==> src/rtl/ysyx_22050854_pkg.sv <==
// Shared constants and types for the ysyx_22050854 writeback path.
package ysyx_22050854_pkg;

  localparam int XLEN   = 64;
  localparam int NREG   = 32;
  localparam int REG_AW = 5;

  typedef enum logic [1:0] {
    WB_NONE = 2'd0,
    WB_LSU  = 2'd1,
    WB_SKID = 2'd2,
    WB_EXU  = 2'd3
  } wb_src_e;

  typedef struct packed {
    logic [REG_AW-1:0] rd;
    logic [XLEN-1:0]   data;
  } wb_req_t;

endpackage

==> src/rtl/ysyx_22050854_wb_scoreboard.sv <==
// Busy scoreboard: a bit is set on issue and cleared on the register-file write edge.
module ysyx_22050854_wb_scoreboard
  import ysyx_22050854_pkg::*;
(
  input  logic              clk,
  input  logic              rst_n,
  input  logic              issue_valid,
  input  logic [REG_AW-1:0] issue_rd,
  input  logic              clr_valid,
  input  logic [REG_AW-1:0] clr_rd,
  output logic [NREG-1:0]   busy_vec
);

  logic [NREG-1:0] busy_r;
  logic [NREG-1:0] set_mask_s;
  logic [NREG-1:0] clr_mask_s;
  logic [NREG-1:0] busy_nxt_s;

  // Set/clear masks; a same-cycle set overrides the clear
  always_comb begin
    set_mask_s = {NREG{1'b0}};
    clr_mask_s = {NREG{1'b0}};
    if (issue_valid && (issue_rd != {REG_AW{1'b0}})) begin
      set_mask_s[issue_rd] = 1'b1;
    end else begin
      set_mask_s = {NREG{1'b0}};
    end
    if (clr_valid) begin
      clr_mask_s[clr_rd] = 1'b1;
    end else begin
      clr_mask_s = {NREG{1'b0}};
    end
    busy_nxt_s = (busy_r & ~clr_mask_s) | set_mask_s;
  end

  // Busy vector register
  always_ff @(posedge clk or negedge rst_n) begin
    if (!rst_n) begin
      busy_r <= {NREG{1'b0}};
    end else begin
      busy_r <= busy_nxt_s;
    end
  end

  assign busy_vec = busy_r;

`ifndef SYNTHESIS
  // Re-issuing a register on the very edge its pending write retires is legal
  always @(posedge clk) begin
    if (rst_n && issue_valid && (issue_rd != {REG_AW{1'b0}})) begin
      assert (!busy_r[issue_rd] || (clr_valid && (clr_rd == issue_rd)))
        else $error("WAW issue to busy register x%0d", issue_rd);
    end
  end
`endif

endmodule

==> src/rtl/ysyx_22050854_writeback_unit.sv <==
// Writeback arbiter: LSU > skid > EXU onto one registered RF write port, plus busy scoreboard.
// Optional combinational forwarding from the write port: define YSYX_22050854_WB_FORWARD_EN.
module ysyx_22050854_writeback_unit
  import ysyx_22050854_pkg::*;
(
  input  logic              clk,
  input  logic              rst_n,
  input  logic              issue_valid,
  input  logic [REG_AW-1:0] issue_rd,
  input  logic              exu_valid,
  output logic              exu_ready,
  input  logic [REG_AW-1:0] exu_rd,
  input  logic [XLEN-1:0]   exu_data,
  input  logic              lsu_valid,
  output logic              lsu_ready,
  input  logic [REG_AW-1:0] lsu_rd,
  input  logic [XLEN-1:0]   lsu_data,
  output logic              rf_wen,
  output logic [REG_AW-1:0] rf_waddr,
  output logic [XLEN-1:0]   rf_wdata,
  output logic [NREG-1:0]   busy_vec,
  output logic [63:0]       commit_cnt,
  input  logic [REG_AW-1:0] fwd_addr1,
  input  logic [REG_AW-1:0] fwd_addr2,
  output logic              fwd_hit1,
  output logic              fwd_hit2,
  output logic [XLEN-1:0]   fwd_data1,
  output logic [XLEN-1:0]   fwd_data2
);

  logic              skid_v_r;
  wb_req_t           skid_req_r;
  logic              rf_wen_r;
  logic [REG_AW-1:0] rf_waddr_r;
  logic [XLEN-1:0]   rf_wdata_r;
  logic [63:0]       commit_cnt_r;

  logic              exu_fire_s;
  logic              lsu_fire_s;
  logic [1:0]        cnt_inc_s;
  wb_src_e           sel_s;
  wb_req_t           sel_req_s;
  logic              skid_v_nxt_s;
  wb_req_t           skid_req_nxt_s;

  assign exu_ready  = !skid_v_r;
  assign lsu_ready  = 1'b1;
  assign exu_fire_s = exu_valid && exu_ready;
  assign lsu_fire_s = lsu_valid;
  assign cnt_inc_s  = {1'b0, exu_fire_s} + {1'b0, lsu_fire_s};

  // Source selection and skid next state
  always_comb begin
    sel_s          = WB_NONE;
    sel_req_s      = '{rd: {REG_AW{1'b0}}, data: {XLEN{1'b0}}};
    skid_v_nxt_s   = skid_v_r;
    skid_req_nxt_s = skid_req_r;
    if (lsu_fire_s) begin
      sel_s     = WB_LSU;
      sel_req_s = '{rd: lsu_rd, data: lsu_data};
      if (exu_fire_s) begin
        skid_v_nxt_s   = 1'b1;
        skid_req_nxt_s = '{rd: exu_rd, data: exu_data};
      end else begin
        skid_v_nxt_s   = skid_v_r;
      end
    end else if (skid_v_r) begin
      sel_s        = WB_SKID;
      sel_req_s    = skid_req_r;
      skid_v_nxt_s = 1'b0;
    end else if (exu_fire_s) begin
      sel_s     = WB_EXU;
      sel_req_s = '{rd: exu_rd, data: exu_data};
    end else begin
      sel_s = WB_NONE;
    end
  end

  // Skid, write port and commit counter registers; x0 results retire without a write
  always_ff @(posedge clk or negedge rst_n) begin
    if (!rst_n) begin
      skid_v_r     <= 1'b0;
      skid_req_r   <= '{rd: {REG_AW{1'b0}}, data: {XLEN{1'b0}}};
      rf_wen_r     <= 1'b0;
      rf_waddr_r   <= {REG_AW{1'b0}};
      rf_wdata_r   <= {XLEN{1'b0}};
      commit_cnt_r <= 64'd0;
    end else begin
      skid_v_r     <= skid_v_nxt_s;
      skid_req_r   <= skid_req_nxt_s;
      rf_wen_r     <= (sel_s != WB_NONE) && (sel_req_s.rd != {REG_AW{1'b0}});
      if (sel_s != WB_NONE) begin
        rf_waddr_r <= sel_req_s.rd;
        rf_wdata_r <= sel_req_s.data;
      end else begin
        rf_waddr_r <= rf_waddr_r;
        rf_wdata_r <= rf_wdata_r;
      end
      commit_cnt_r <= commit_cnt_r + {62'd0, cnt_inc_s};
    end
  end

  assign rf_wen     = rf_wen_r;
  assign rf_waddr   = rf_waddr_r;
  assign rf_wdata   = rf_wdata_r;
  assign commit_cnt = commit_cnt_r;

  ysyx_22050854_wb_scoreboard u_scoreboard (
    .clk         (clk),
    .rst_n       (rst_n),
    .issue_valid (issue_valid),
    .issue_rd    (issue_rd),
    .clr_valid   (rf_wen_r),
    .clr_rd      (rf_waddr_r),
    .busy_vec    (busy_vec)
  );

`ifdef YSYX_22050854_WB_FORWARD_EN
  assign fwd_hit1  = rf_wen_r && (rf_waddr_r == fwd_addr1) && (fwd_addr1 != {REG_AW{1'b0}});
  assign fwd_hit2  = rf_wen_r && (rf_waddr_r == fwd_addr2) && (fwd_addr2 != {REG_AW{1'b0}});
  assign fwd_data1 = fwd_hit1 ? rf_wdata_r : {XLEN{1'b0}};
  assign fwd_data2 = fwd_hit2 ? rf_wdata_r : {XLEN{1'b0}};
`else
  logic unused_fwd_s;
  assign unused_fwd_s = ^{fwd_addr1, fwd_addr2};
  assign fwd_hit1  = 1'b0;
  assign fwd_hit2  = 1'b0;
  assign fwd_data1 = {XLEN{1'b0}};
  assign fwd_data2 = {XLEN{1'b0}};
`endif

endmodule
==> config.mk <==
export PLATFORM = sky130hd
export DESIGN_NAME = ysyx_22050854_writeback_unit
export DESIGN_NICKNAME = d
export VERILOG_FILES = /design/src/rtl/ysyx_22050854_pkg.sv /design/src/rtl/ysyx_22050854_wb_scoreboard.sv /design/src/rtl/ysyx_22050854_writeback_unit.sv
export SDC_FILE = /design/constraint.sdc
export NUM_CORES = 1
export LEC_CHECK = 0
export CAP_MARGIN = 0
export CORE_AREA = 2 2 177 179
export CTS_BUF_LIST = sky130_fd_sc_hd__clkbuf_16
export DETAILED_ROUTE_END_ITERATION = 8
export DIE_AREA = 0 0 179 181
export PLACE_DENSITY_LB_ADDON = 0.08
export RECOVER_POWER = 25
export SETUP_SLACK_MARGIN = 0.1
export SLEW_MARGIN = 20
export SYNTH_ARGS = -nofsm -noshare
export SYNTH_HDL_FRONTEND = slang
export SYNTH_HIERARCHICAL = 1
export SYNTH_SLANG_ARGS = --single-unit
export TNS_END_PERCENT = 10
==> constraint.sdc <==
create_clock -name clk -period 3.54 [get_ports clk]
set_input_delay 0.708 -clock clk [delete_from_list [all_inputs] [get_ports clk]]
set_output_delay 0.708 -clock clk [all_outputs]
set_load 0.01 [all_outputs]
## Word level (Yosys, flattened, before mapping)

Cells that the tools add are included.

- Register bits after elaboration: 236
- Input port bits: 158
- Output and inout bits: 298
- Word-level logic and storage cells: 42

- Add/subtract/negate cells: 2
- Order comparisons: 4
- Equal/unequal tests: 1
- Multiplexer cells: 14
- Bitwise logic cells: 3
- Reductions and logical operators: 10

Operators by type and width:

| cell | number |
|---|---|
| $mux W69 | 3 |
| $add A64 B2 Y64 | 1 |
| $mux W32 | 2 |
| $and A32 B32 Y32 | 1 |
| $not A32 Y32 | 1 |
| $or A32 B32 Y32 | 1 |
| $lt A5 B6 Y1 const B | 2 |
| $demux W1 S5 | 2 |
| $ge A5 B1 Y1 const B | 2 |
| $reduce_bool A5 Y1 | 2 |
| $mux W2 | 3 |
| $logic_and A1 B1 Y1 | 5 |
| $mux W1 | 4 |
| $add A1 B1 Y2 | 1 |
| $ne A2 B1 Y1 const B | 1 |
| $reduce_and A2 Y1 | 1 |
| $reduce_bool A2 Y1 | 1 |
| $logic_not A1 Y1 | 1 |

## Depth between registers and ports, before layout

Gate-level depths: netlist (run 1).

- Word-level depth: 8
- Depth in mapped cells: 15
- Gate-level depth less buffers: 12

## Modules after synthesis

Netlist (run 1), hierarchy kept.

Modules (own cells, without submodules):

| module | instances | cells an instance | area an instance (um2) | sequential area each (um2) |
|---|---|---|---|---|
| ysyx_22050854_writeback_unit | 1 | 891 | 9790.6 | 5104.9 |
| ysyx_22050854_wb_scoreboard | 1 | 122 | 1312.5 | 800.8 |

## Least setup slack after synthesis (run 1)

No wires, ideal clock.

- Kind: in2reg
- From: input port exu_valid
- To: register commit_cnt_r[46], in the netlist commit_cnt[46]
- Setup time: 0.127 ns
- Data arrival time: 2.818 ns
- Required time: 3.413 ns
- Setup slack: 0.595 ns
- Stages: 13
- Buffers on the path: 2
- Path through: nand2_1 > clkbuf_1 > xnor2_1 > ha_1 > inv_1 > nand2_1 > ha_1 > nand4_1 > nor4_2 > and3_1 > clkbuf_1 > nand4_1 > xnor2_1

- Word-level cells in the longest chain between the ends: 3

RTL lines:

| what | line | text |
|---|---|---|
| start: declaration | ysyx_22050854_writeback_unit.sv:10 | `input logic exu_valid,` |
| $logic_and A1 B1 Y1 | ysyx_22050854_writeback_unit.sv:48 | `assign exu_fire_s = exu_valid && exu_ready;` |
| $add A1 B1 Y2 | ysyx_22050854_writeback_unit.sv:50 | `assign cnt_inc_s = {1'b0, exu_fire_s} + {1'b0, lsu_fire_s};` |
| $add A64 B2 Y64 | ysyx_22050854_writeback_unit.sv:99 | `commit_cnt_r <= commit_cnt_r + {62'd0, cnt_inc_s};` |
| end signal: assignment | ysyx_22050854_writeback_unit.sv:99 |  |
| end: declaration | ysyx_22050854_writeback_unit.sv:36 | `logic [63:0] commit_cnt_r;` |

Every way passes these cells.
A chain may end at the register's enable or synchronous reset.

## Worst setup path in the final report (run 1)

- From: register skid_v_r
- To: output port exu_ready

- Word-level cells in the longest chain between the ends: 1

RTL lines:

| what | line | text |
|---|---|---|
| start: declaration | ysyx_22050854_writeback_unit.sv:31 | `logic skid_v_r;` |
| start signal: assignment | ysyx_22050854_writeback_unit.sv:89 | `skid_v_r <= skid_v_nxt_s;` |
| $logic_not A1 Y1 | ysyx_22050854_writeback_unit.sv:46 | `assign exu_ready = !skid_v_r;` |
| end: declaration | ysyx_22050854_writeback_unit.sv:11 | `output logic exu_ready,` |

Every way passes these cells.

==> impl_metrics.yaml, run 1 <==
status:
  status: "finished, violations left"
  violations: "capacitance limit, slew limit"
critical_path:
  critPathTopFamily: "buffers and inverters"
  crit_arrival_ns: 2.33
  path_class: "register to output port"
  slowest_stage: "clkdlybuf4s50_1"
  critPathCaptureType: "output port"
  path_cells: "inv_2 -> buf_4 -> clkdlybuf4s50_1"
  critPathBufInv: 3
  max_stage_delay_ns: 0.68
  crit_fanout: 65
  required_ns: 2.83
  start_kind: "register"
power_and_ir_drop:
  switching_share_pct: 28.56
  power_density_nw_per_um2: 518.9
  leakagePower_nw: 6.291
  clockPowerShare_pct: 32.7
  p_int_mw: 5.576
  pwr-share-seq_pct: 44.2
  p_sw_mw: 2.229
  combPwrFrac_pct: 23.1
  ir_drop_uv: 302.0
place:
  place_area_um2: 14260
  gp_congestion: 0.7902
  dp_hpwl_um: 22070
  port-buffer-count: 314
yosys:
  synth-seq-cells: 236
  syn-instance-count: 1013
  seq_area_frac_synth_pct: 53.19
  yosys_warnings: 6
  synth_top_area_share_pct: 53.19
  synthTopCellsByArea: "dfrtp_1 (53%), buf_4 (8.9%), o22ai_1 (7.2%)"
  syn_area_per_cell_um2: 10.96
  synth_area_um2: 11100
  synth_cell_types: 44
  synth_edf_count: 0
  ys_async_sr_fraction_pct: 100.0
  synth_top_area_cell: "dfrtp_1"
  ys.flop_type: "dfrtp_1"
cts:
  cts_tree: "done"
  insertion_delay_ns: 0.53
  clk_pin_slew_ns: 0.06
  clock_sinks: 236
  cts_made_buffers: 27
  clockBufferDepth: 3
  cts_resized: 0
  holdBufCountCts: 0
  h-tree-depth: 1
  root_buffer: "clkbuf_16"
  post_cts_buffers: 0
die:
  ioPinCount: 456
  die_w_um: 179
  start_util_pct: 36.58
  design.core.area_um2: 30350
  die_area_um2: 32400
  die_h_um: 181
  rows: 64
timing:
  period_needed_ns: 3.034
  finalSetupViolCount: 0
  finalCritPeriodShare_pct: 85.71
  finalHoldViolCount: 0
  tightest_slew_ns: 2.521
  tns_ns: 0
  drv_slew: 42
  rsz0062_at_grt: "false"
  clock.fmax_ghz: 0.3296
  relSlewSlack_pct: -68.07
  worst_clock_skew_ns: 0.01159
route:
  drt-initial-drc-count: 452
  drc: 0
  vias: 8642
  routed_wirelength_um: 32310
  firstDrtPassIters: 4
  wire_per_inst_um: 18.56
  viasPerCell: 4.964
  antenna_left: 0
finish:
  final_area_um2: 15040
  area_growth_pct: 35.46
  finalNetCount: 1485
  drive_gt1_share_pct: 10.64
global_routing:
  grt_max_degree: 86
  antenna_found_initial: 2
  first_global_vias: 8515
  gr-total-overflow: 0
  grt_pass1_wl_um: 50100
  grt_use_total_pct: 19.70
min_path:
  hp-class: "register to register"
job:
  timing.max_cap.violations: 1
==> cells by family after synthesis <==
| logic type | synth area share, % |
|---|---|
| multiplexers | 6.998 |
| adder cells (fa/ha/maj) | 0.2253 |
| AND/OR/NAND/NOR | 9.331 |
| flip-flops | 53.19 |
| other | 0.06764 |
| XOR/XNOR | 4.970 |
| buffers and inverters | 11.01 |
| AO/OA/AOI/OAI | 14.21 |
==> power groups by stage <==
stage | sequential, mW | clock (mW) | combinational, mW
2_1_floorplan | 3.56 | 0 | 0.789
3_5_place_dp | 3.49 | 0 | 1.82
6_report | 3.45 | 2.55 | 1.80
3_3_place_gp | 3.49 | 0 | 1.80
5_1_grt | 3.51 | 2.75 | 1.99
4_1_cts | 3.45 | 2.63 | 1.83
==> registers in the layout, summed over array words and instances (netlist names) <==
register               count
commit_cnt                64
rf_waddr                   5
u_scoreboard/busy_vec     32
skid_req_r                69
skid_v_r                   1
rf_wen                     1
rf_wdata                  64
==> worst register-to-register path: stages, from the launching register on <==
cell     delay [ns]
dfrtp_1        0.38
inv_2          0.07
nand2_2        0.06
xnor2_1        0.13
ha_1           0.15
inv_1          0.09
nand2_1        0.10
ha_1           0.22
nand4_1        0.18
nor4_2         0.20
buf_4          0.19
nand4_1        0.28
nor3_1         0.31
xor2_1         0.18
==> placed cells by master, fill, tap and decap left out, drive strengths merged, types with 2 or more instances in the layout <==
master         synthesis  routed
a21o                   4       4
buf                  146      17
ha                     2       2
o21ai                 67      67
a21oi                 64      64
mux2                  69      69
clkbuf                31      28
dfrtp                236     236
xor2                  30      30
nor2                  28      28
nor3                  12      12
nand3                 31      31
or3                    4       4
and4                   3       3
or3b                   6       6
and3                   3       3
inv                   12      22
nor4                  19      19
xnor2                 33      33
nand4                 18      18
or2                    2       2
nand3b                11      11
conb                   2     131
clkinv                 1      11
nand2                 40      40
o22ai                128     128
clkdlybuf4s50          0     313
a22oi                  4       4
==> metal layers <==
layer | vias up | wire length [µm] | global-route usage (%)
met5 | - | 0 | 0
met4 | 0 | 802 | 4.943
met3 | 48 | 2875 | 6.376
met2 | 341 | 14800 | 30.49
met1 | 4201 | 13840 | 26.65
li1 | 4052 | - | -
==> final timing paths <==
kind,to,cells after the start,slack [ns],from
worst max-delay path,exu_ready,3,0.51,skid_v_r
worst max register to register,commit_cnt[56],13,0.92,skid_v_r
worst min register to register,commit_cnt[63],1,0.47,commit_cnt[63]
min in group asynchronous,rf_wdata[58],1,0.96,rst_n
max in group asynchronous,commit_cnt[35],2,0.85,rst_n
worst min-delay path,commit_cnt[63],1,0.47,commit_cnt[63]
==> cell type report <==
cell class | count | area, µm²
Sequential cell | 236 | 5906
Timing Repair Buffer | 331 | 3327
Inverter | 13 | 51.30
Tap cell | 396 | 495.5
Fill cell | 2868 | 15310
Clock buffer | 27 | 675.6
Clock inverter | 21 | 111.4
Multi-Input combinational cell | 716 | 4472
Antenna cell | 1 | 2.502
==> cell usage after synthesis, types with 2 or more instances <==
| cell | count |
|---|---|
| dfrtp_1 | 236 |
| a21o_1 | 4 |
| a21oi_1 | 64 |
| clkbuf_1 | 31 |
| buf_4 | 131 |
| xor2_1 | 30 |
| nand3_1 | 30 |
| conb_1 | 2 |
| nand2_1 | 40 |
| buf_2 | 2 |
| or3b_4 | 3 |
| inv_1 | 12 |
| nand3b_1 | 10 |
| xnor2_1 | 33 |
| mux2_2 | 69 |
| or3_1 | 4 |
| buf_6 | 2 |
| nor4_1 | 9 |
| nor4_2 | 9 |
| ha_1 | 2 |
| or3b_1 | 3 |
| buf_1 | 11 |
| and4_1 | 3 |
| o21ai_0 | 8 |
| and3_1 | 3 |
| o22ai_1 | 128 |
| nor2_1 | 28 |
| a22oi_1 | 4 |
| nand4_1 | 17 |
| nor3_1 | 12 |
| o21ai_1 | 59 |
| or2_2 | 2 |
==> metrics by stage <==
stage | instances | util (%) | power (mW) | setup slack, ns | hold WS [ns]
2_1_floorplan | 1142 | - | 4.348 | 0.5951 | 0.4124
3_3_place_gp | 1692 | 46.99 | 5.295 | 0.2446 | 0.4639
3_5_place_dp | 1692 | 46.99 | 5.316 | 0.1941 | 0.4693
4_1_cts | 1740 | 49.59 | 7.915 | 0.4241 | 0.06141
5_1_grt | 1740 | 49.55 | 8.250 | 0.3154 | 0.5002
6_report | 1741 | 49.56 | 7.805 | 0.5060 | 0.4749
(Power assumes the default switching activity.)
==> run 2, diff against run 1 <==
--- a/config.mk
+++ b/config.mk
@@ -5,11 +5,11 @@
 export SDC_FILE = /design/constraint.sdc
 export NUM_CORES = 1
 export LEC_CHECK = 0
+export ABC_AREA = 1
 export CAP_MARGIN = 0
-export CORE_AREA = 2 2 177 179
+export CORE_UTILIZATION = 40
 export CTS_BUF_LIST = sky130_fd_sc_hd__clkbuf_16
 export DETAILED_ROUTE_END_ITERATION = 8
-export DIE_AREA = 0 0 179 181
 export PLACE_DENSITY_LB_ADDON = 0.08
 export RECOVER_POWER = 25
 export SETUP_SLACK_MARGIN = 0.1
==> constraint.sdc (replaced) <==
create_clock -name clk -period 2.9 [get_ports clk]
set_input_delay 0.58 -clock clk [delete_from_list [all_inputs] [get_ports clk]]
set_output_delay 0.58 -clock clk [all_outputs]
set_load 0.01 [all_outputs]
==> run 2 against run 1 <==
  * Worst hold slack worse by 0.16 ns
  * Wire length increased by 16%
  * Count of clock-buffer cells in the layout grew 1
  * Sequential power grew 21%
  * Final cell count rose by 37%
  * Sequential share of layout area down 3.9 points
  * Critical endpoint is now rf_waddr[2]
  * Via count grew 29%
  * Synthesized area is 14% higher
  * First-iteration DRC count grew 58%
  * The run still ends with capacitance limit, slew limit left
==> impl_metrics.yaml, run 2 <==
yosys:
  synth_cell_types: 35
  synth.top_cells.by_count: "nand2_1 (612), dfrtp_1 (236), o21ai_0 (143)"
  synth-seq-cells: 236
  ys_async_sr_fraction_pct: 100.0
  syn-instance-count: 1654
  synth_area_um2: 12700
  synth_top_area_share_pct: 46.49
  yosys_warnings: 6
  synthTopCellsByArea: "dfrtp_1 (46%), nand2_1 (18%), buf_4 (7.9%)"
  ys.flop_type: "dfrtp_1"
  synth_edf_count: 0
  synth_top_area_cell: "dfrtp_1"
  post-synth-top-count-cell: "nand2_1"
  seq_area_frac_synth_pct: 46.49
  syn_area_per_cell_um2: 7.680
min_path:
  hold_end: "commit_cnt[0]"
  hold_depth: 2
  hp-class: "input pin to register"
  hold_start: "lsu_valid"
die:
  design.core.area_um2: 30910
  die_w_um: 180.2
  die_area_um2: 32470
  start_util_pct: 41.09
  rows: 64
  die_h_um: 180.2
  ioPinCount: 456
global_routing:
  first_global_vias: 10900
  grt_use_total_pct: 22.97
  gr-total-overflow: 0
  grt_max_degree: 75
  antenna_found_initial: 7
  grt_pass1_wl_um: 59830
cts:
  clk_pin_slew_ns: 0.06
  clockBufferDepth: 3
  clock_sinks: 236
  root_buffer: "clkbuf_16"
  cts_tree: "done"
  h-tree-depth: 1
  holdBufCountCts: 0
  cts_resized: 0
  cts_made_buffers: 28
  insertion_delay_ns: 0.55
  post_cts_buffers: 0
finish:
  area_growth_pct: 31.67
  stdcell_count: 2385
  finalNetCount: 2124
  drive_gt1_share_pct: 6.395
  final_common_cell: "nand2_1"
  finalCoreUtilization_pct: 54.11
  final_cell_mix: "nand2_1 (611), clkdlybuf4s50_1 (312), dfrtp_1 (235), o21ai_0 (143), conb_1 (131)"
  top_register: "skid_req_r"
  fillers: 2943
  largest_reg_flops: 69
  final_area_um2: 16720
route:
  drt-initial-drc-count: 714
  antenna_left: 0
  drc: 0
  wire_per_inst_um: 15.67
  viasPerCell: 4.688
  routed_wirelength_um: 37380
  firstDrtPassIters: 5
  vias: 11180
timing:
  whs_ns: 0.3139
  drv_slew: 72
  finalCritPeriodShare_pct: 82.89
  period_needed_ns: 2.404
  setup_slack_ns: 0.4961
  tightest_slew_ns: 1.981
  finalHoldViolCount: 0
  rsz0062_at_grt: "false"
  finalSetupViolCount: 0
  clock.fmax_ghz: 0.4160
  tns_ns: 0
  worst_clock_skew_ns: 0.01193
  relSlewSlack_pct: -32.10
critical_path:
  regToRegSetupSlack_ns: 0.68
  max_stage_delay_ns: 0.65
  worstReg2RegEnd: "commit_cnt[62]"
  r2r_cells: 16
  required_ns: 2.32
  crit_arrival_ns: 1.82
  critPathTopFamily: "buffers and inverters"
  worstReg2RegStart: "skid_v_r"
  slowest_stage: "clkdlybuf4s50_1"
  worstSetupStartpoint: "rf_waddr[2]"
  path_class: "register to output port"
  critPathCaptureType: "output port"
  crit_fanout: 11
  start_kind: "register"
  path_cells: "clkdlybuf4s50_1"
  critPathBufInv: 1
place:
  dp_hpwl_um: 27370
  place_area_um2: 15810
  place_inst: 2330
  gp_congestion: 0.9551
  place_ws_ns: 0.07231
  port-buffer-count: 314
power_and_ir_drop:
  total_power_mw: 9.946
  ir_drop_uv: 463.6
  power_density_nw_per_um2: 594.7
  leakagePower_nw: 7.715
status:
  violations: "capacitance limit, slew limit"
  status: "finished, violations left"
job:
  timing.max_cap.violations: 1
## run 2: worst max path at each step
stage,slack [ns],cells after the start,endpoint
2_1_floorplan,0.29,17,commit_cnt[62]
3_3_place_gp,0.12,16,commit_cnt[62]
3_5_place_dp,0.07,16,commit_cnt[62]
4_1_cts,0.44,1,rf_waddr[2]
5_1_grt,0.27,2,u_scoreboard/busy_vec[9]
6_report,0.50,1,rf_waddr[2]
## run 2: kinds of logic after synthesis
family                   share of synthesized area, %
AND/OR/NAND/NOR                                 30.31
buffers and inverters                           13.25
flip-flops                                      46.49
AO/OA/AOI/OAI                                   6.462
XOR/XNOR                                        3.231
adder cells (fa/ha/maj)                        0.1970
other                                         0.05912
## run 2: power by group
group | internal, mW | switching [mW] | leakage, nW
clock | 2.11 | 1.43 | 0.462
combinational | 1.10 | 1.12 | 4.27
sequential | 3.80 | 0.385 | 2.98
total | 7.01 | 2.94 | 7.71
## run 2: per-layer routing
metal  up-vias  global-route usage [%]  part of all wire (%)
met1      5180                   29.84                    43
met2       393                   37.61                    46
met5         -                       0                  0.15
met3        72                   6.811                   8.4
met4         8                   5.299                   2.3
li1       5527                       -                     -
## run 2: layout make-up
class                   instances  area [µm²]  share of cell area, %
repair buffers                334        3294                  19.70
clock inverters                24       227.7                  1.362
clock buffers                  28       700.7                  4.189
inverters                     127       479.2                  2.865
flip-flops and latches        236        5907                  35.32
well taps                     396       495.5                  2.963
multi-input cells            1237        5613                  33.56
diodes                          3       7.507                0.04489
==> RTL change, RTL diff (settings of run 1) <==
Build with the macro `YSYX_22050854_WB_FORWARD_EN` defined.
--- a/src/rtl/ysyx_22050854_writeback_unit.sv
+++ b/src/rtl/ysyx_22050854_writeback_unit.sv
@@ -1,5 +1,7 @@
 // Writeback arbiter: LSU > skid > EXU onto one registered RF write port, plus busy scoreboard.
 // Optional combinational forwarding from the write port: define YSYX_22050854_WB_FORWARD_EN.
+`define YSYX_22050854_WB_FORWARD_EN
+
 module ysyx_22050854_writeback_unit
   import ysyx_22050854_pkg::*;
 (
Behaviour: not the same (a bounded check fails within 4 cycles, from zero or initial values and one cycle with rst_n low).
==> RTL change against run 1 <==
The run still ends with max-capacitance violations, max-slew violations left; total power is 7.8% higher; wire length increased by 19%; largest power group unchanged; design area increased by 15%; count of clock-buffer cells in the layout is the same; non-clock buffer count grew 147; combinational power grew 7%; synthesized area is 0.38% higher; clock power is 18% higher; setup slack got worse by 410 ps; sequential cell count unchanged.
==> RTL change: results (changes against run 1) <==
Route
  • Met2 Wirelength: 18870 um (+28%)
  • DR WL met3: 2893 um (+0.63%)
  • Vias: 9764 (+13%)
  • Routed Wire Length: 38490 um (+19%)
  • Met1 Wirelength: 16060 um (+16%)
  • DRT iter0 DRCs: 551 (+22%)

Pwr
  • Sequential Power Share: 41.4% (-2.8 points)
  • Clk power: 0.00300 W (+18%)
  • Static leakage power: 7.293 nW (+16%)
  • VDD IR max: 289.6 uV (-4.1%)
  • Sw frac: 27.12% (-1.4 points)

Global route
  • First-pass GRT wire length: 58860 um (+17%)
  • GRT met3 Usage: 5.682% (-0.69 points)
  • Vias in the first global route: 9856 (+16%)
  • Met2 GRT Util: 39.66% (+9.2 points)
  • Largest net degree at the start of global routing: 131 (+52%)

Layout
  • Fin nets: 1642 (+11%)
  • Share of layout cells above drive strength 1: 11.58% (+0.94 points)

STA
  • Worst setup margin: 91.76 ps (-414.3 ps)
  • Worst Tran Pin Value: 1954 ps (-566.9 ps)
  • Hold WS: 471.8 ps (-3.078 ps)
  • Pins Over Slew Limit: 74 (+76%)
  • Worst-case clock skew: 8.011 ps (-3.577 ps)

Status
  • Status: finished with violations
  • Failing checks: max-capacitance violations, max-slew violations

Logic synthesis
  • Avg Inst Size Synth: 10.76 um^2 (-1.8%)
  • Netlist cell types: 50 (+14%)
  • Ranking of synthesized cells by area: dfrtp_1 53%, and2_1 7.5%, o22ai_1 7.2%
  • Top cells by count, synth: 236 x dfrtp_1, 134 x and2_1, 128 x o22ai_1

Worst setup path
  • Crit path from: fwd_addr1[2]
  • Crit path DAT: 2740 ps (+410 ps)
  • CP endpoint: fwd_data1[12]
  • Capture point of the worst reg-to-reg path: commit_cnt[44]$_DFF_PN0_

Place
  • Dpl hpwl: 27180 um (+23%)
  • DP Cell Count: 1844 (+9.0%)
  • Port bufs: 454 (+45%)
  • Place WS: -28.84 ps (-222.9 ps)

Run
  • Max-cap check violation count: 1 (unchanged)
[RTL change: repair_timing]
action / 4_1_cts / 5_1_grt
resized for setup: 8 / 18
pin swaps: 2 / 2
hold buffers: 0 / 0
setup endpoints to repair: 69 / 128
setup buffers: 3 / 0
hold endpoints to repair: 0 / 0
cloned: 2 / 0
[RTL change: cells by family (layout without fill, tap and decap cells)]
family | count (synthesis) | after routing | share of synthesized area [%]
multiplexers | 69 | 69 | 6.971
AO/OA/AOI/OAI | 272 | 272 | 14.00
flip-flops | 236 | 236 | 52.99
buffers and inverters | 70 | 536 | 2.559
adder cells (fa/ha/maj) | 2 | 2 | 0.2245
AND/OR/NAND/NOR | 315 | 315 | 17.58
other | 1 | 7 | 0.03365
XOR/XNOR | 71 | 71 | 5.647
[RTL change: cell type report]
type                    instances  area, um^2
diodes                          6       15.01
clock buffers                  27       675.6
clock inverters                22       279.0
fillers                      2685       13020
inverters                       9       36.28
multi-input cells             730        5022
flip-flops and latches        236        5907
well taps                     396       495.5
repair buffers                478        4901
